[src/rtl/conv_window_gen.sv]
`default_nettype none
// ============================================================================
// Module   : conv_window_gen
// Function : streaming 3x3 stride-1 sliding-window generator with two line
//            buffers, feeding 9 pixel lanes to the MAC core.
// Revision : 1.0
// ============================================================================
module conv_window_gen #(
    parameter int DATA_WIDTH    = 8,
    parameter int KERNEL_SIZE   = 3,
    parameter int MAX_IMG_WIDTH = 256,
    parameter int DIM_WIDTH     = 9
) (
    input  logic                                      clk,
    input  logic                                      rstn,
    input  logic [DIM_WIDTH-1:0]                      cfg_img_width,
    input  logic [DIM_WIDTH-1:0]                      cfg_img_height,
    input  logic                                      start,
    output logic                                      busy,
    output logic                                      done,
    output logic                                      cfg_err,
    input  logic [DATA_WIDTH-1:0]                     pix_in,
    input  logic                                      pix_valid_in,
    output logic                                      pix_ready_out,
    output logic [KERNEL_SIZE*KERNEL_SIZE*DATA_WIDTH-1:0] window_data_out,
    output logic                                      window_valid_out,
    output logic                                      window_last_out
);

    localparam int LANES      = KERNEL_SIZE * KERNEL_SIZE;
    localparam int ADDR_WIDTH = $clog2(MAX_IMG_WIDTH);
    localparam logic [DIM_WIDTH-1:0] MIN_DIM   = DIM_WIDTH'(KERNEL_SIZE);
    localparam logic [DIM_WIDTH-1:0] MAX_W     = DIM_WIDTH'(MAX_IMG_WIDTH);
    localparam logic [DIM_WIDTH-1:0] EDGE_SKIP = DIM_WIDTH'(KERNEL_SIZE - 1);

    typedef enum logic [1:0] {
        S_IDLE = 2'd0,
        S_RUN  = 2'd1,
        S_DONE = 2'd2
    } state_t;

    state_t state, state_next;

    logic [DIM_WIDTH-1:0]  img_w, img_h, col, row;
    logic                  accept, cfg_ok, start_ok, col_last, frame_last, win_hit;
    logic [ADDR_WIDTH-1:0] addr;

    logic [DATA_WIDTH-1:0] lb0 [MAX_IMG_WIDTH];
    logic [DATA_WIDTH-1:0] lb1 [MAX_IMG_WIDTH];
    logic [DATA_WIDTH-1:0] tap  [KERNEL_SIZE];
    logic [DATA_WIDTH-1:0] hist [KERNEL_SIZE][KERNEL_SIZE-1];
    logic [LANES*DATA_WIDTH-1:0] win_next;

    assign busy          = (state == S_RUN);
    assign done          = (state == S_DONE);
    assign pix_ready_out = busy;
    assign accept        = pix_valid_in && busy;

    assign cfg_ok   = (cfg_img_width >= MIN_DIM) && (cfg_img_width <= MAX_W) &&
                      (cfg_img_height >= MIN_DIM);
    assign start_ok = (state == S_IDLE) && start && cfg_ok;

    assign col_last   = (col == img_w - DIM_WIDTH'(1));
    assign frame_last = col_last && (row == img_h - DIM_WIDTH'(1));
    assign win_hit    = (row >= EDGE_SKIP) && (col >= EDGE_SKIP);
    assign addr       = col[ADDR_WIDTH-1:0];

    // New right column: two lines up, one line up, current pixel.
    assign tap[0] = lb1[addr];
    assign tap[1] = lb0[addr];
    assign tap[2] = pix_in;

    always_ff @(posedge clk or negedge rstn) begin
        if (!rstn) state <= S_IDLE;
        else       state <= state_next;
    end

    always_comb begin
        state_next = state;
        case (state)
            S_IDLE:  if (start_ok) state_next = S_RUN;
            S_RUN:   if (accept && frame_last) state_next = S_DONE;
            S_DONE:  state_next = S_IDLE;
            default: state_next = S_IDLE;
        endcase
    end

    // Line buffers carry no reset; stale contents are masked by row/col gating.
    always_ff @(posedge clk) begin
        if (accept) begin
            lb1[addr] <= lb0[addr];
            lb0[addr] <= pix_in;
        end
    end

    always_comb begin
        win_next = '0;
        for (int r = 0; r < KERNEL_SIZE; r++) begin
            for (int c = 0; c < KERNEL_SIZE - 1; c++)
                win_next[(r*KERNEL_SIZE + c)*DATA_WIDTH +: DATA_WIDTH] = hist[r][c];
            win_next[(r*KERNEL_SIZE + KERNEL_SIZE - 1)*DATA_WIDTH +: DATA_WIDTH] = tap[r];
        end
    end

    always_ff @(posedge clk or negedge rstn) begin
        if (!rstn) begin
            for (int r = 0; r < KERNEL_SIZE; r++)
                for (int c = 0; c < KERNEL_SIZE - 1; c++)
                    hist[r][c] <= '0;
        end else if (accept) begin
            for (int r = 0; r < KERNEL_SIZE; r++) begin
                for (int c = 0; c < KERNEL_SIZE - 2; c++)
                    hist[r][c] <= hist[r][c+1];
                hist[r][KERNEL_SIZE-2] <= tap[r];
            end
        end
    end

    always_ff @(posedge clk or negedge rstn) begin
        if (!rstn) begin
            img_w            <= '0;
            img_h            <= '0;
            col              <= '0;
            row              <= '0;
            cfg_err          <= 1'b0;
            window_valid_out <= 1'b0;
            window_last_out  <= 1'b0;
            window_data_out  <= '0;
        end else begin
            cfg_err          <= (state == S_IDLE) && start && !cfg_ok;
            window_valid_out <= accept && win_hit;
            window_last_out  <= accept && frame_last;
            if (accept && win_hit)
                window_data_out <= win_next;
            if (start_ok) begin
                img_w <= cfg_img_width;
                img_h <= cfg_img_height;
                col   <= '0;
                row   <= '0;
            end else if (accept) begin
                if (col_last) begin
                    col <= '0;
                    row <= row + DIM_WIDTH'(1);
                end else begin
                    col <= col + DIM_WIDTH'(1);
                end
            end
        end
    end

endmodule
`default_nettype wire

[config.mk]
export PLATFORM = sky130hd
export DESIGN_NAME = conv_window_gen
export DESIGN_NICKNAME = d
export VERILOG_FILES = /design/src/rtl/conv_window_gen.sv
export SDC_FILE = /design/constraint.sdc
export NUM_CORES = 2
export LEC_CHECK = 0
export ABC_AREA = 0
export CORE_ASPECT_RATIO = 1.2
export CORE_MARGIN = 4
export CORE_UTILIZATION = 33
export DETAILED_ROUTE_END_ITERATION = 6
export REMOVE_ABC_BUFFERS = 1
export SLEW_MARGIN = 10
export SYNTH_ARGS = -nofsm -noshare
export SYNTH_HDL_FRONTEND = slang
export SYNTH_SLANG_ARGS = --single-unit
[constraint.sdc]
create_clock -name clk -period 11.55 [get_ports clk]
set_clock_uncertainty 0.15 [all_clocks]
set_input_delay 1.155 -clock clk [delete_from_list [all_inputs] [get_ports clk]]
set_output_delay 1.155 -clock clk [all_outputs]
set_load 0.02 [all_outputs]
==> key figures <==
Clock network
  • Clock latency on the worst-skew pair: 1.05 ns
  • Setup bufs post-CTS: 0
  • Clock buffer depth: 4
  • Root Driver: clkbuf_16
  • H-tree depth: 5
  • Post-CTS sizing: 0
  • Reg clk slew, reported paths: roughly 0.070 ns
  • Cts bufs inserted: 400
  • Clock sink total: roughly 4.3k
  • Hold-fix buffers, CTS: 0
  • CTS tree: yes

Pwr
  • LEAKAGE: a little under 60 nW
  • Sequential share of power: between 40% and 50%
  • Peak VDD IR: between 0.3 and 0.4 mV
  • Clock power frac: 31.7%
  • Int Pwr: ~0.029 W
  • Sw Share: between 30% and 40%
  • Logic gate share of total power: approximately 22%
  • Switching power: 0.0127 W
  • Power per cell area: approximately 220 nW/um^2

Worst setup path
  • Critical path launch point: col[1]
  • Critical path fanouts, max: 101
  • Worst path cell trace: buf_4 > buf_4 > mux4_2 > a22oi_1 > a21oi_1 > nor4_1 > buf_4 > o22a_1 > nand3_4 > buf_4 > buf_4
  • Crit end category: register
  • WP buf/inv: 5
  • Data required time at the worst endpoint: 11.96 ns
  • Slowest CP cell: dfrtp_4
  • Worst reg2reg path depth: 11
  • Reg-to-reg startpoint: col[1]
  • Worst Setup Path Type: reg2reg
  • CP arrival: 7.98 ns
  • Cell mode on critical path: buf_4
  • Reg2reg setup slack: approximately 4.0 ns
  • CP endpoint: lb1[135][4]
  • Worst reg2reg endpoint: lb1[135][4]
  • Cell family with most CP delay: buffers and inverters
  • Crit path depth: 11
  • Crit path launch type: register
  • Slowest cell delay on critical path: approximately 1.1 ns

Global route
  • Total GRT Usage: 18.9%
  • Total congestion overflow: 0
  • Initial antenna violation count: 18
  • Pin count of the biggest net entering global routing: around 150
  • First-pass GRT wire length: a little under 700000 um
  • Number of global-route vias before repair: roughly 83k

Drt
  • DR iter-0 viols: about 12k
  • Vias: roughly 84k
  • Final ANT Viol Nets: 0
  • DRC errors left: 0
  • DRT Pass-1 Iters: 7
  • Total wire length: just under 500000 um
  • Avg WL per Cell: 32.6 um
  • Vias per cell: around 5.6

Synthesis
  • Largest family of logic cells by synthesized area: multiplexers
  • Post-synthesis sequential area ratio: ~78%
  • Netlist cell types: 70
  • Syn Inst Count: 7660
  • EDFF count, synth: ~4.1k
  • Mux contribution to synthesized area: about 16%
  • Synth Warn #: 0
  • Avg Inst Size Synth: 21.3 sq um
  • Synth Area in Compound Gates: roughly 2.5%
  • Simple-gate area share of the yosys netlist: around 2.7%
  • Adder-cell share of the synthesized area: 0.0612%
  • Ys async rst share: under 10%
  • Synth Register Bits: around 4.3k
  • Netlist Area Pre-Place: 163000 sq um
  • XOR/XNOR Fraction of Synth Area: less than 1%
  • Top FF cell, synth: edfxtp_1

Timing
  • Hold violation count in the final report: 0
  • Final slew viol count: 0
  • Setup violations, final: 0
  • TNS Setup: 0 ns
  • Worst hold slack: between 0.1 and 0.15 ns
  • Minimum clock period: 7.58 ns
  • RSZ-0062 raised after global routing: false
  • Worst-margin pin slew: ~1.3 ns
  • Period utilisation layout: approximately 66%
  • Highest clock rate: 132 MHz
  • Worst relative slew slack: between 10% and 20%

Placed design
  • IO buf count: roughly 110
  • Detailed Place HPWL: about 300000 um
  • Final Wtd Congestion: 0.915

Die
  • Rows: approximately 280
  • Die W: about 650 um
  • I/O pins: roughly 110
  • CORE AREA: 493000 sq um
  • Die H: slightly below 800 um
  • Die footprint: 507000 sq um
  • Initial Utilization: 33.2%

Job
  • Max Cap Viol: 0

Cells and area
  • Final net count: 8195
  • Multi-input logic area: between 30000 and 40000 sq um
  • Syn-to-layout area delta: 15.0%
  • Most common cell after layout, fill and taps aside: edfxtp_1
  • Register Area: around 130000 sq um
  • Layout cells sized above 1: a little over a quarter
  • Filler cells: 44.0k
  • Commonest non-fill, non-tap cells in the layout: edfxtp_1, mux4_2, nand2_1

Run status
  • Status: finished clean

Hold path
  • HP Class: in2async
how the worst min path moves through the flow:
stage              from                   to  slack [ns]
6_report           rstn  window_data_out[14]        0.10
5_1_grt            rstn  window_data_out[49]        0.14
4_1_cts            rstn              hist[1]        0.08
3_5_place_dp   hist[47]   window_data_out[7]        0.31
3_3_place_gp   hist[44]   window_data_out[4]        0.30
2_1_floorplan  hist[40]   window_data_out[0]        0.29
synth_stat cells, drive strengths merged (3+ instances only):
master / number / share of area [%]
a22o: 8 / 0.043
nor2: 354 / 0.81
o211ai: 7 / 0.032
nand3: 45 / 0.14
ha: 8 / 0.061
a221oi: 7 / 0.038
nor4: 42 / 0.16
nor2b: 15 / 0.057
and3: 11 / 0.042
nor3: 34 / 0.11
a2111oi: 5 / 0.027
o2111ai: 5 / 0.027
o22a: 15 / 0.080
and2: 6 / 0.023
clkbuf: 176 / 0.40
mux4: 1027 / 14
a32oi: 10 / 0.054
a31oi: 19 / 0.073
nand2b: 10 / 0.038
o22ai: 84 / 0.32
dfrtp: 161 / 2.5
o221ai: 5 / 0.027
xor2: 11 / 0.059
mux2i: 218 / 1.3
o21ai: 57 / 0.17
xnor2: 18 / 0.096
nand2: 487 / 1.1
or4: 5 / 0.025
edfxtp: 4096 / 75
or2: 5 / 0.019
a22oi: 208 / 0.96
nor4b: 3 / 0.020
buf: 261 / 0.87
nand4: 8 / 0.031
and4b: 4 / 0.024
mux2: 18 / 0.12
o32ai: 12 / 0.064
o41ai: 3 / 0.016
inv: 14 / 0.032
or3: 8 / 0.031
a211oi: 12 / 0.055
a21oi: 132 / 0.40
power by group through the flow:
stage / Clock (W) / Combinational, W / Sequential [W]
after floorplan: 0 / 0.00811 / 0.0200
after global placement: 0 / 0.00910 / 0.0196
after detailed placement: 0 / 0.00934 / 0.0196
after CTS: 0.0135 / 0.00934 / 0.0193
after global routing: 0.0141 / 0.00973 / 0.0193
final: 0.0133 / 0.00940 / 0.0193
per-stage QoR:
step	instance area (sq um)	cells	worst slack, ns	util (%)	power [W]
floorplan	161000	7223	-42.31	-	0.0282
global placement	175000	14283	4.20	35.5	0.0287
detailed placement	175000	14285	4.17	35.5	0.0290
CTS	188000	15026	4.12	38.1	0.0421
global route	188000	15029	3.74	38.2	0.0432
finish	188000	15035	3.97	38.2	0.0420
worst register-to-register path: stages (launching register included):
cell,delay [ns]
dfrtp_4,1.14
buf_4,0.53
buf_4,0.74
mux4_2,0.53
a22oi_1,0.26
a21oi_1,0.21
nor4_1,0.91
buf_4,0.28
o22a_1,0.24
nand3_4,0.69
buf_4,0.71
buf_4,0.61
routing by layer:
metal	global-route usage (%)	vias to the layer above	routed length, um
met3	3.98	1030	46300
met4	9.24	12	28500
met2	31.1	4679	237000
li1	-	32836	-
met1	23.8	45047	178000
met5	0.0377	-	83
kinds of logic (layout without fill, tap and decap cells):
| kind of cell | Yosys count | in the layout |
|---|---|---|
| flops | 4257 | 4257 |
| fa+ha+maj | 8 | 8 |
| simple gates | 1044 | 1044 |
| xor+xnor | 29 | 29 |
| compound gates | 607 | 607 |
| buf+inv | 452 | 1288 |
| other cells | 0 | 7 |
| mux | 1263 | 1263 |
state kept, by name, indices dropped and copies added (netlist names):
name              flops
cfg_err               1
col                   9
hist                 48
img_h                 9
img_w                 9
lb0                2048
lb1                2048
row                   9
state                 2
window_data_out      72
window_last_out       1
window_valid_out      1
area by class of cell:
class | count | area share [%]
diodes | 7 | 0.00932
well taps | 6532 | 4.35
multi-input cells | 2951 | 18.6
clock inverters | 257 | 1.43
repair buffers | 532 | 2.42
clock buffers | 484 | 5.58
inverters | 15 | 0.0386
flip-flops and latches | 4257 | 67.6
No activity file was read; power rests on OpenSTA's default activity.
